$ cat src/rtl/ff_pkg.sv
// Shared constants, FSM encoding and float helpers for the feedforward datapath.
package ff_pkg;

    localparam logic [31:0] FP_ZERO     = 32'h00000000;
    localparam logic [31:0] FP_ONE      = 32'h3f800000;
    localparam int unsigned FP_SIGN_BIT = 31;

    typedef enum logic [1:0] {
        ST_IDLE    = 2'd0,
        ST_COLLECT = 2'd1,
        ST_FULL    = 2'd2
    } state_t;

    // Strictly positive: sign clear and a non-zero magnitude (so +0 and -0 are excluded).
    function automatic logic fp_is_pos(input logic [31:0] x);
        return (x[FP_SIGN_BIT] == 1'b0) && (x[FP_SIGN_BIT-1:0] != '0);
    endfunction

endpackage

$ cat src/rtl/edge_det.sv
// Rising-edge detector: one-cycle pulse on each 0->1 transition of a level input.
module edge_det (
    input  logic clk,
    input  logic rst,
    input  logic d,
    output logic rise
);

    logic d_q;

    always_ff @(posedge clk or posedge rst) begin
        if (rst) begin
            d_q <= 1'b0;
        end else begin
            d_q <= d;
        end
    end

    assign rise = d & ~d_q;

endmodule

$ cat src/rtl/act_collector.sv
// Collects one activation per done edge into a layer buffer and hands the full
// layer to the next stage through a registered read port and valid/ack handshake.
module act_collector
    import ff_pkg::*;
#(
    parameter int unsigned N_NEURONS = 4,
    parameter int unsigned ADDR_W    = 2,
    parameter int unsigned DATA_W    = 32
) (
    input  logic              clk,
    input  logic              rst,
    input  logic              start,
    input  logic [DATA_W-1:0] act_data,
    input  logic              act_done,
    output logic              act_rdy,
    output logic [ADDR_W-1:0] neuron_idx,
    output logic              layer_valid,
    input  logic              layer_ack,
    input  logic [ADDR_W-1:0] rd_addr,
    output logic [DATA_W-1:0] rd_data,
    output logic [ADDR_W:0]   pos_count,
    output logic              overflow
);

    localparam logic [ADDR_W-1:0] LAST_IDX = ADDR_W'(N_NEURONS - 1);

    state_t            state;
    logic [ADDR_W-1:0] index;
    logic              strobe;
    logic              wr_en;
    logic [ADDR_W-1:0] wr_idx;
    logic [DATA_W-1:0] buffer [N_NEURONS];

    edge_det u_done_edge (
        .clk  (clk),
        .rst  (rst),
        .d    (act_done),
        .rise (strobe)
    );

    // A strobe landing together with the release of a full layer starts the next one.
    always_comb begin
        wr_en  = 1'b0;
        wr_idx = index;
        if (strobe) begin
            if (state == ST_COLLECT) begin
                wr_en = 1'b1;
            end else if (state == ST_FULL && layer_ack) begin
                wr_en  = 1'b1;
                wr_idx = '0;
            end
        end
    end

    always_ff @(posedge clk or posedge rst) begin
        if (rst) begin
            state       <= ST_IDLE;
            index       <= '0;
            pos_count   <= '0;
            act_rdy     <= 1'b0;
            layer_valid <= 1'b0;
            overflow    <= 1'b0;
        end else begin
            unique case (state)
                ST_IDLE: begin
                    if (strobe) overflow <= 1'b1;
                    if (start) begin
                        state     <= ST_COLLECT;
                        index     <= '0;
                        pos_count <= '0;
                        act_rdy   <= 1'b1;
                    end
                end
                ST_COLLECT: begin
                    if (strobe) begin
                        if (fp_is_pos(act_data)) pos_count <= pos_count + (ADDR_W+1)'(1);
                        if (index == LAST_IDX) begin
                            state       <= ST_FULL;
                            index       <= '0;
                            act_rdy     <= 1'b0;
                            layer_valid <= 1'b1;
                        end else begin
                            index <= index + ADDR_W'(1);
                        end
                    end
                end
                ST_FULL: begin
                    if (layer_ack) begin
                        state       <= ST_COLLECT;
                        act_rdy     <= 1'b1;
                        layer_valid <= 1'b0;
                        if (strobe) begin
                            index     <= ADDR_W'(1);
                            pos_count <= {{ADDR_W{1'b0}}, fp_is_pos(act_data)};
                        end else begin
                            index     <= '0;
                            pos_count <= '0;
                        end
                    end else if (strobe) begin
                        overflow <= 1'b1;
                    end
                end
                default: state <= ST_IDLE;
            endcase
        end
    end

    always_ff @(posedge clk or posedge rst) begin
        if (rst) begin
            for (int i = 0; i < int'(N_NEURONS); i++) buffer[i] <= '0;
            rd_data <= '0;
        end else begin
            if (wr_en) buffer[wr_idx] <= act_data;
            rd_data <= (int'(rd_addr) < int'(N_NEURONS)) ? buffer[rd_addr] : '0;
        end
    end

    assign neuron_idx = index;

endmodule

$ cat config.mk
export PLATFORM = sky130hd
export DESIGN_NAME = act_collector
export DESIGN_NICKNAME = d
export VERILOG_FILES = /design/src/rtl/ff_pkg.sv /design/src/rtl/edge_det.sv /design/src/rtl/act_collector.sv
export SDC_FILE = /design/constraint.sdc
export NUM_CORES = 1
export LEC_CHECK = 0
export ABC_AREA = 1
export CORE_ASPECT_RATIO = 1.2
export CORE_MARGIN = 2
export CORE_UTILIZATION = 56
export CTS_BUF_LIST = sky130_fd_sc_hd__clkbuf_8 sky130_fd_sc_hd__clkbuf_16
export DETAILED_ROUTE_END_ITERATION = 10
export MAX_ROUTING_LAYER = met4
export PLACE_DENSITY = 0.78
export SETUP_SLACK_MARGIN = 0.1
export SYNTH_ARGS = -nofsm -noshare
export SYNTH_HDL_FRONTEND = slang
export SYNTH_SLANG_ARGS = --single-unit
$ cat constraint.sdc
create_clock -name clk -period 7.4 [get_ports clk]
set_clock_uncertainty 0.2 [all_clocks]
set_input_delay 1.11 -clock clk [delete_from_list [all_inputs] [get_ports clk]]
set_output_delay 1.11 -clock clk [all_outputs]
set_load 0.01 [all_outputs]
# After elaboration in Yosys (flattened, before gate mapping)
# Cells that the tools add are included.
# classes
n_bitwise,5
magnitude_cmp,3
n_reduce_logical,14
n_addsub,2
shift,0
n_mul,0
n_div,0
n_eq_ne,9
n_mux,41
# ops
operator,n
bitwise mux 128 bit,1
two-way mux 32 bit,3
binary-select mux 32 bit (select 2 bit),1
demux 32 bit (select 2 bit),1
nonzero test 31 bit,1
two-way mux 2 bit,11
two-way mux 1 bit,14
two-way mux 3 bit,4
case mux 2 bit (3 select lines),2
AND reduction 4 bit,3
AND reduction 5 bit,2
case mux 3 bit (3 select lines),1
"!= test 2 bit, second input constant",4
"greater-or-equal comparator 3 bit, second input constant",2
inverter 2 -> 3 bit,2
"equality test 2 bit, second input constant",2
"!= test 2 x 1 -> 1 bit, second input constant",2
case mux 1 bit (2 select lines),2
nonzero test 2 bit,2
"adder 3 x 1 -> 3 bit, second input constant",1
logical AND 1 bit,3
"less-than comparator 3 x 1 -> 1 bit, second input constant",1
case mux 1 bit (3 select lines),1
nonzero test 3 bit,1
other kinds (6),7
# word_totals
ram_bits,0
romBits,0
memories,0
reg_bits,171
elab_cells,86
latchBits,0

# Longest topological paths before layout
# Gate-level depths: netlist of run 1.
# logic_depth
word_depth,11
ltp_mapped,12
ltp_nobuf,11

# Hierarchy
# From an unflattened synthesis of run 1, not the netlist that was laid out.
# unflattened
cells_unflattened,769
hier_area_um2,7054.3
# modules_own_cells
module,cells_per_inst,area_per_inst_um2,n_inst
act_collector,765,7015.5,1
edge_det,4,38.8,1

# Worst setup path before layout of run 1
# OpenSTA, ideal clock, no wires.
# synth_timing
path_kind,input to register
start,input act_done
end,register buffer[33] (netlist bit)
stages,8
path_slack_ns,5.027
setup_ns,0.120
t_arrival_ns,2.054
cell_sequence,inv_1 > nor2_8 > a31oi_4 > inv_2 > nand4_4 > buf_6 > nand2_1 > o21ai_2
# synth_via
elab_chain_len,8
# synth_lines
item,line_no,source
"start, declared",act_collector.sv:14,"input logic act_done,"
AND 1 bit (*),edge_det.sv:19,assign rise = d & ~d_q;
two-way mux 2 bit,act_collector.sv:45,if (strobe) begin
inverter 2 -> 3 bit (not written as such),act_collector.sv:113,if (wr_en) buffer[wr_idx] <= act_data;
greater-or-equal comparator 3 bit (not written as such) or less-than comparator 3 x 1 -> 1 bit (tied branches),act_collector.sv:113,
logical AND 1 bit (not written as such),act_collector.sv:113,
two-way mux 32 bit (not written as such),act_collector.sv:113,
demux 32 bit (select 2 bit),act_collector.sv:113,
bitwise mux 128 bit,act_collector.sv:113,
"end signal, assigned by index",act_collector.sv:113,
"end, declared",act_collector.sv:32,logic [DATA_W-1:0] buffer [N_NEURONS];
# Every way passes the cells marked *; elsewhere a longest branch is shown, timed or not.
# A chain may end at the register's enable or synchronous reset.

# Worst setup path in the final report of run 1
# layout_timing
start,input rd_addr[0]
end,register rd_data[9]
# layout_via
elab_chain_len,4
# layout_lines
item,line_no,source
"start, declared",act_collector.sv:19,"input logic [ADDR_W-1:0] rd_addr,"
inverter 2 -> 3 bit (not written as such),act_collector.sv:114,rd_data <= (int'(rd_addr) < int'(N_NEURONS)) ? buffer[rd_addr] : '0;
binary-select mux 32 bit (select 2 bit),act_collector.sv:114,
two-way mux 32 bit (not written as such) (2 in series),act_collector.sv:114,
"end signal, assigned",act_collector.sv:114,
"end, declared",act_collector.sv:20,"output logic [DATA_W-1:0] rd_data,"
# No other way between the ends. The select of a mux whose other input is x is not followed.

==> impl_metrics.env, run 1 <==
export IMPL_postLayoutCellArea_sq_mm=0.00867
export IMPL_number_of_setup_violations_in_the_final_report=0
export IMPL_dieHeight_um=129
export IMPL_drt_first_iter_violations=514
export IMPL_timing_max_transition_violations_final=0
export IMPL_worst_setup_slack_before_clock_tree_synthesis_ns=3.83
export IMPL_layout_cells_most_common="dfrtp_1"
export IMPL_outcome="finished clean"
export IMPL_postRouteAntennaNets=0
export IMPL_area_occupied_by_multi_input_gates_sq_mm=0.00252
export IMPL_finalNonFillerCells=1008
export IMPL_yosys_register_bits=171
export IMPL_worstSetupPathType="input pin to flip-flop"
export IMPL_num_io_pins=79
export IMPL_setup_total_negative_slack_ns=0
export IMPL_cts_h_tree_depth=4
export IMPL_synth_area_per_cell_sq_um=9.38
export IMPL_drc=0
export IMPL_layout_filler_cells=960
export IMPL_n_antenna_cell=0
export IMPL_layout_min_cycle_time_ns=3.25
export IMPL_max_cap_viol_count=0
export IMPL_slew_headroom_pct=28.8
export IMPL_fmax_ghz=0.308
export IMPL_regArea_sq_mm=0.00428
export IMPL_critPathLaunchType="input pin"
export IMPL_floorplan_rows=45
export IMPL_clock_tree_buffer_depth=2
export IMPL_critical_path_endpoint_type="flip-flop"
export IMPL_cts_resized=0
export IMPL_number_of_global_route_vias_before_repair=5605
export IMPL_floorplan_die_area_sq_mm=0.0139
export IMPL_timing_final_ws_setup_ns=4.15
export IMPL_remaining_global_route_overflow=0
export IMPL_critPathMaxFanout=65
export IMPL_antenna_found_initial=0
export IMPL_firstDrtPassIters=5
export IMPL_cts_sink_count=171
export IMPL_routabilityCongestion=0.836
export IMPL_timing_final_hold_violations=0
export IMPL_avgRoutedWirePerCell_um=15.8
export IMPL_clk_insertion_delay_late_ns=0.42
export IMPL_vdd_ir_drop_worst_mv=0.208
export IMPL_final_min_period_over_clock_period_pct=43.9
export IMPL_hold_buffers=0
export IMPL_fin_worst_hold_slack_ns=0.277
export IMPL_drive_above_1_share_pct=9.60
export IMPL_power_leakage_nw=4.03
export IMPL_design_core_area_sq_mm=0.0127
export IMPL_clock_tree_from_tritoncts="yes"
export IMPL_post_route_util_pct=68.4
export IMPL_hpwlAfterDp_mm=8.97
export IMPL_report_power_total_mw=3.02
export IMPL_layout_common_cells="171 x dfrtp_1, 167 x nand2_1, 87 x o21ai_1"
export IMPL_buffer_ports_inserted=78
export IMPL_grt_usage_pct=25.4
export IMPL_chipWidth_um=108
export IMPL_min_delay_path_class="flip-flop to flip-flop"
export IMPL_synth_lib_cells_used_distinct=29
export IMPL_pwr_density_cell_mw_per_mm2=348
export IMPL_yosysWarningCount=0
export IMPL_clockRootBuffer="clkbuf_16"
export IMPL_finish_net_count=877
export IMPL_grt_start_max_net_pins=121
export IMPL_vias_per_cell=5.61
export IMPL_cts_setup_buffers=0
export IMPL_clk_transition_reported_paths_ns=0.06
export IMPL_required_ns=7.48
export IMPL_synthesis_nets=818
export IMPL_relative_area_change_from_synthesis_to_final_layout_pct=19.6
export IMPL_tritoncts_num_buffers=17
export IMPL_grt_pass1_wl_mm=27.0
export IMPL_ys_seq_area_share_pct=59.0
export IMPL_slew_at_the_pin_with_the_worst_max_slew_slack_ns=1.07
export IMPL_wirelength_mm=16.0
export IMPL_mappedNetlistArea_sq_mm=0.00725
export IMPL_unrepaired_setup_endpoints_after_global_routing="no"
export IMPL_dpl_cell_area_sq_mm=0.00803
export IMPL_dpl_cell_count=977
export IMPL_via_count=5653
export IMPL_effective_utilization_at_floorplan_pct=57.2
export IMPL_syn_instance_count=773
export IMPL_critPathArrivalTime_ns=3.33
worst paths after layout:
kind	start	to	slack (ns)	depth (start not counted)
setup / recovery	rd_addr[0]	rd_data[9]$_DFF_PP0_	4.15	6
hold / removal	buffer[41]$_DFFE_PP0P_	buffer[41]$_DFFE_PP0P_	0.28	2
setup reg to reg	state[1]$_DFFE_PP0P_	buffer[29]$_DFFE_PP0P_	4.54	7
hold reg to reg	buffer[41]$_DFFE_PP0P_	buffer[41]$_DFFE_PP0P_	0.28	2
max in group asynchronous	rst	buffer[39]$_DFFE_PP0P_	4.61	3
min in group asynchronous	rst	rd_data[21]$_DFF_PP0_	1.13	2
flip-flops by register name (all words and copies together) (netlist names):
name and count:
rd_data 32, act_rdy 1, pos_count 3, layer_valid 1
state 2, overflow 1, u_done_edge.d_q 1, buffer 128
neuron_idx 2
layout make-up:
cell class                      instances  share of cell area (%)
Timing Repair Buffer                   84                    9.47
Clock buffer                           18                    5.07
Tap cell                              164                    2.37
Clock inverter                         13                    2.32
Sequential cell                       171                    49.4
Multi-Input combinational cell        506                    29.1
Inverter                               52                    2.31
cells in the mapped netlist (all sizes together):
| master | count | area share, % |
|---|---|---|
| o21ai | 199 | 15 |
| dfrtp | 171 | 59 |
| nand2 | 170 | 9.0 |
| nor2 | 82 | 4.5 |
| inv | 51 | 2.6 |
| o22ai | 32 | 2.8 |
| buf | 26 | 2.6 |
| clkbuf | 18 | 0.93 |
| ha | 6 | 1.0 |
| nand3 | 6 | 0.41 |
| nand4 | 4 | 0.76 |
| a21oi | 1 | 0.12 |
| a31oi | 1 | 0.29 |
| clkinv | 1 | 0.052 |
| nor3 | 1 | 0.069 |
| o21bai | 1 | 0.10 |
| o32ai | 1 | 0.12 |
| or2 | 1 | 0.086 |
| xnor2 | 1 | 0.12 |
power breakdown:
part	switching, mW	internal, mW	total (mW)
Clock	0.357	0.603	0.960
Sequential	0.146	1.22	1.36
Combinational	0.387	0.306	0.693
layer usage:
metal,GRT usage [%],wire length [um],up-vias
li1,-,-,2683
met1,33.4,6870,2750
met2,40.9,8070,199
met3,4.66,795,21
met4,7.47,234,0
met5,-,0,-
worst max-delay path, cell delays in order:
cell      delay [ns]
buf_2           0.08
buf_4           0.54
clkinv_1        0.70
buf_4           0.48
o21ai_0         0.28
o22ai_1         0.11
cells by family (layout without fill, tap and decap cells):
kind of cell	Yosys count	after routing	synth area share [%]
XOR/XNOR	1	1	0.121
adder cells (fa/ha/maj)	6	6	1.04
buffers and inverters	96	167	6.20
AND/OR/NAND/NOR	264	264	14.8
AO/OA/AOI/OAI	235	235	18.8
flip-flops	171	171	59.0
No activity file was read; power rests on OpenSTA's default activity.
==> run 2, diff against run 1 <==
clock period = 3.2 ns   (was 7.4 ns; I/O delays follow)
==> impl_metrics.env, run 2 (same netlist as run 1, synthesis figures left out) <==
export IMPL_outcome="finished clean"
export IMPL_grt_start_max_net_pins=65
export IMPL_fmax_ghz=0.383
export IMPL_antenna_found_initial=0
export IMPL_grt_pass1_wl_mm=27.3
export IMPL_finish_net_count=883
export IMPL_drt_first_iter_violations=392
export IMPL_pwr_density_cell_mw_per_mm2=799
export IMPL_hpwlAfterDp_mm=9.59
export IMPL_largest_register_ff_count=128
export IMPL_dpl_cell_count=983
export IMPL_critPathLaunchType="flip-flop"
export IMPL_required_ns=3.31
export IMPL_dpl_cell_area_sq_mm=0.00816
export IMPL_worst_setup_slack_before_clock_tree_synthesis_ns=0.298
export IMPL_critPathArrivalTime_ns=2.72
export IMPL_cts_h_tree_depth=4
export IMPL_n_antenna_cell=0
export IMPL_drive_above_1_share_pct=10.3
export IMPL_relative_area_change_from_synthesis_to_final_layout_pct=21.7
export IMPL_finalNonFillerCells=1015
export IMPL_firstDrtPassIters=5
export IMPL_top_regs="buffer x128, rd_data x32, pos_count x3"
export IMPL_remaining_global_route_overflow=0
export IMPL_layout_common_cells="171 x dfrtp_1, 167 x nand2_1, 87 x o21ai_1"
export IMPL_clockRootBuffer="clkbuf_16"
export IMPL_slew_at_the_pin_with_the_worst_max_slew_slack_ns=0.810
export IMPL_cts_sink_count=171
export IMPL_timing_final_hold_violations=0
export IMPL_layout_min_cycle_time_ns=2.61
export IMPL_vdd_ir_drop_worst_mv=0.524
export IMPL_floorplan_rows=45
export IMPL_worst_r2r_path_depth=9
export IMPL_power_leakage_nw=4.11
export IMPL_floorplan_die_area_sq_mm=0.0139
export IMPL_setup_slack_of_the_worst_register_to_register_path_ns=0.59
export IMPL_hold_buffers=0
export IMPL_number_of_global_route_vias_before_repair=5666
export IMPL_chipWidth_um=108
export IMPL_num_io_pins=79
export IMPL_timing_max_transition_violations_final=0
export IMPL_critical_path_endpoint_type="flip-flop"
export IMPL_postRouteAntennaNets=0
export IMPL_unrepaired_setup_endpoints_after_global_routing="no"
export IMPL_report_power_total_mw=7.05
export IMPL_final_min_period_over_clock_period_pct=81.7
export IMPL_fin_worst_hold_slack_ns=0.279
export IMPL_clk_insertion_delay_late_ns=0.42
export IMPL_wirelength_mm=16.2
export IMPL_dieHeight_um=129
export IMPL_design_core_area_sq_mm=0.0127
export IMPL_drc=0
export IMPL_cts_setup_buffers=0
export IMPL_buffer_ports_inserted=78
export IMPL_via_count=5713
export IMPL_grt_usage_pct=25.8
export IMPL_postLayoutCellArea_sq_mm=0.00882
export IMPL_post_route_util_pct=69.6
export IMPL_tritoncts_num_buffers=17
export IMPL_clock_tree_buffer_depth=2
export IMPL_routabilityCongestion=0.848
export IMPL_number_of_setup_violations_in_the_final_report=0
export IMPL_setup_total_negative_slack_ns=0
export IMPL_clk_transition_reported_paths_ns=0.06
export IMPL_layout_cells_most_common="dfrtp_1"
export IMPL_critPathMaxFanout=34
export IMPL_cts_resized=0
export IMPL_timing_hold_worst_path_depth=1
export IMPL_max_cap_viol_count=0
export IMPL_min_delay_path_class="flip-flop to flip-flop"
export IMPL_slew_headroom_pct=45.9
export IMPL_worstSetupPathType="flip-flop to flip-flop"
export IMPL_timing_final_ws_setup_ns=0.587
export IMPL_clock_tree_from_tritoncts="yes"
export IMPL_avgRoutedWirePerCell_um=15.9
export IMPL_vias_per_cell=5.63
export IMPL_registers_top_by_ff_count="buffer"
export IMPL_effective_utilization_at_floorplan_pct=57.2
run 2: final timing paths:
| check | from | endpoint |
|---|---|---|
| max in group asynchronous | rst | buffer[68]$_DFFE_PP0P_ |
| max | state[1]$_DFFE_PP0P_ | buffer[63]$_DFFE_PP0P_ |
| min reg2reg | overflow$_DFFE_PP0P_ | overflow$_DFFE_PP0P_ |
| max reg2reg | state[1]$_DFFE_PP0P_ | buffer[63]$_DFFE_PP0P_ |
| min | overflow$_DFFE_PP0P_ | overflow$_DFFE_PP0P_ |
| min in group asynchronous | rst | buffer[18]$_DFFE_PP0P_ |
run 2: cell type report:
type	instances	area (sq um)
sequential	171	4280
fill	923	3850
multi-input combinational	506	2520
timing repair buffer	90	953
clock buffer	20	467
tap	164	205
inverter	52	199
clock inverter	12	195
run 2: routing by layer:
layer	global-route usage, %	wire length (um)	vias up
met5	-	0	-
li1	-	-	2689
met3	4.51	1040	24
met1	33.2	6720	2789
met2	41.7	8080	211
met4	8.90	313	0
run 2: critical path, stage by stage (launching register included):
cell,delay (ns)
dfrtp_1,0.37
inv_1,0.08
ha_1,0.31
inv_2,0.19
a31oi_4,0.13
inv_2,0.13
nand4_4,0.53
buf_12,0.39
nand2_1,0.09
o21ai_2,0.06
run 2: where the power goes:
group          leakage (nW)  internal (mW)  switching, mW
Clock                 0.325           1.44          0.830
Combinational          1.54          0.719          0.892
Sequential             2.24           2.82          0.345
Total                  4.11           4.98           2.07
==> run 3, diff against run 2 <==
clock period = 2.5 ns   (was 3.2 ns; I/O delays follow)
==> impl_metrics.env, run 3 (same netlist as run 1, synthesis figures left out) <==
export IMPL_critPathMaxFanout=64
export IMPL_avgRoutedWirePerCell_um=16.3
export IMPL_post_route_util_pct=69.9
export IMPL_regToRegEndpoint="buffer[62]$_DFFE_PP0P_"
export IMPL_timing_hold_worst_path_depth=1
export IMPL_max_cap_viol_count=0
export IMPL_critPathLaunchType="flip-flop"
export IMPL_clk_insertion_delay_late_ns=0.43
export IMPL_grt_usage_pct=26.5
export IMPL_buffer_ports_inserted=78
export IMPL_worst_setup_slack_before_clock_tree_synthesis_ns=0.214
export IMPL_vias_per_cell=5.58
export IMPL_clock_tree_buffer_depth=2
export IMPL_cts_sink_count=171
export IMPL_worstSetupPathType="flip-flop to flip-flop"
export IMPL_crit_reg2reg_launch="state[0]$_DFFE_PP0P_"
export IMPL_worst_r2r_path_depth=10
export IMPL_critPathArrivalTime_ns=2.33
export IMPL_routabilityCongestion=0.820
export IMPL_firstDrtPassIters=6
export IMPL_timing_final_ws_setup_ns=0.322
export IMPL_required_ns=2.65
export IMPL_outcome="finished clean"
export IMPL_n_antenna_cell=0
export IMPL_layout_min_cycle_time_ns=2.18
export IMPL_cp_slowest_cell="dfrtp_1"
export IMPL_antenna_found_initial=0
export IMPL_cts_h_tree_depth=4
export IMPL_finalNonFillerCells=1016
export IMPL_drt_first_iter_violations=377
export IMPL_dpl_cell_count=986
export IMPL_min_delay_path_class="input pin to flip-flop"
export IMPL_top_regs="buffer x128, rd_data x32, pos_count x3"
export IMPL_largest_register_ff_count=128
export IMPL_slew_headroom_pct=55.9
export IMPL_critical_path_endpoint_type="flip-flop"
export IMPL_vdd_ir_drop_worst_mv=0.549
export IMPL_timing_critical_path_from="state[0]$_DFFE_PP0P_"
export IMPL_setup_slack_of_the_worst_register_to_register_path_ns=0.32
export IMPL_drive_above_1_share_pct=10.6
export IMPL_postRouteAntennaNets=0
export IMPL_effective_utilization_at_floorplan_pct=57.2
export IMPL_clockRootBuffer="clkbuf_16"
export IMPL_pwr_density_cell_mw_per_mm2=1020
export IMPL_timing_final_hold_violations=0
export IMPL_dieHeight_um=129
export IMPL_wirelength_mm=16.6
export IMPL_globalRouteMet2Util_pct=42.8
export IMPL_final_min_period_over_clock_period_pct=87.1
export IMPL_remaining_global_route_overflow=0
export IMPL_globalRouteMet1Util_pct=33.0
export IMPL_worst_path_most_repeated_cell="inv_1"
export IMPL_number_of_global_route_vias_before_repair=5806
export IMPL_num_io_pins=79
export IMPL_crit_chain="inv_1 -> ha_1 -> nand2_2 -> inv_1 -> a31oi_4 -> inv_2 -> nand4_4 -> buf_12 -> nand2_1 -> o21ai_2"
export IMPL_via_count=5671
export IMPL_floorplan_rows=45
export IMPL_relative_area_change_from_synthesis_to_final_layout_pct=22.1
export IMPL_floorplan_die_area_sq_mm=0.0139
export IMPL_fmax_ghz=0.459
export IMPL_grt_use_met3_pct=6.03
export IMPL_cts_setup_buffers=0
export IMPL_cts_resized=0
export IMPL_number_of_setup_violations_in_the_final_report=0
export IMPL_hpwlAfterDp_mm=10.1
export IMPL_layout_filler_cells=964
export IMPL_cp_slowest_stage_delay_ns=0.37
export IMPL_drc=0
export IMPL_registers_top_by_ff_count="buffer"
export IMPL_grt_start_max_net_pins=78
export IMPL_layout_cells_most_common="dfrtp_1"
export IMPL_hold_buffers=0
export IMPL_grt_pass1_wl_mm=27.7
export IMPL_slew_at_the_pin_with_the_worst_max_slew_slack_ns=0.661
export IMPL_worst_hold_startpoint="act_done"
export IMPL_holdPathEnd="u_done_edge.d_q$_DFF_PP0_"
export IMPL_chipWidth_um=108
export IMPL_clk_transition_reported_paths_ns=0.06
export IMPL_tritoncts_num_buffers=17
export IMPL_finish_net_count=886
export IMPL_design_core_area_sq_mm=0.0127
export IMPL_power_leakage_nw=4.13
export IMPL_timing_max_transition_violations_final=0
export IMPL_unrepaired_setup_endpoints_after_global_routing="no"
export IMPL_fin_worst_hold_slack_ns=0.223
export IMPL_clock_tree_from_tritoncts="yes"
export IMPL_layout_common_cells="171 x dfrtp_1, 167 x nand2_1, 87 x o21ai_1"
export IMPL_grt_busiest_layer="met2"
-- run 3: cell count changes in the layout (fill, tap and decap cells not counted), sizes merged --
cell,change
inv,-1
buf,+3
clkbuf,+3
clkinvlp,-1
clkinv,-2
bufinv,-1
-- run 3: power by group --
| part | internal (mW) | switching, mW | leakage (nW) |
|---|---|---|---|
| clock network | 1.82 | 1.02 | 0.319 |
| registers | 3.61 | 0.441 | 2.24 |
| logic | 0.952 | 1.16 | 1.57 |
| total | 6.37 | 2.63 | 4.13 |
-- run 3: worst max path at each step --
stage | endpoint | slack (ns) | cells past startpoint
final | buffer[62]$_DFFE_PP0P_ | 0.32 | 10
after global placement | buffer[112]$_DFFE_PP0P_ | 0.28 | 9
after CTS | buffer[62]$_DFFE_PP0P_ | 0.31 | 10
after global routing | buffer[62]$_DFFE_PP0P_ | 0.18 | 10
after detailed placement | buffer[62]$_DFFE_PP0P_ | 0.21 | 9
after floorplan | act_rdy$_DFFE_PP0P_ | -0.26 | 1
-- run 3: critical path, delay by kind of cell (launching register included) --
family	cells	cell delay, ns
adder cells (fa/ha/maj)	1	0.26
AND/OR/NAND/NOR	3	0.33
AO/OA/AOI/OAI	2	0.32
flip-flops	1	0.37
buffers and inverters	4	0.60
-- run 3: final cells by class --
class                   count  area (sq um)  share of cell area, %
multi-input cells         506          2520                   28.5
clock inverters             7           136                   1.54
inverters                  52           199                   2.25
well taps                 164           205                   2.32
flip-flops and latches    171          4280                   48.4
clock buffers              23           508                   5.74
repair buffers             93          1000                   11.3
-- run 3: metrics by stage --
step / TNS, ns / area, sq um / power, mW
floorplan: -44.07 / 7250 / 5.38
global route: 0 / 8850 / 9.53
detailed placement: 0 / 8210 / 6.18
finish: 0 / 8850 / 9.00
global placement: 0 / 8210 / 6.00
CTS: 0 / 8850 / 9.05
-- run 3: metal layers --
layer | vias up | share of wire (%)
li1 | 2692 | -
met1 | 2750 | 41
met2 | 198 | 51
met3 | 31 | 5.6
met4 | 0 | 1.8
met5 | - | 0
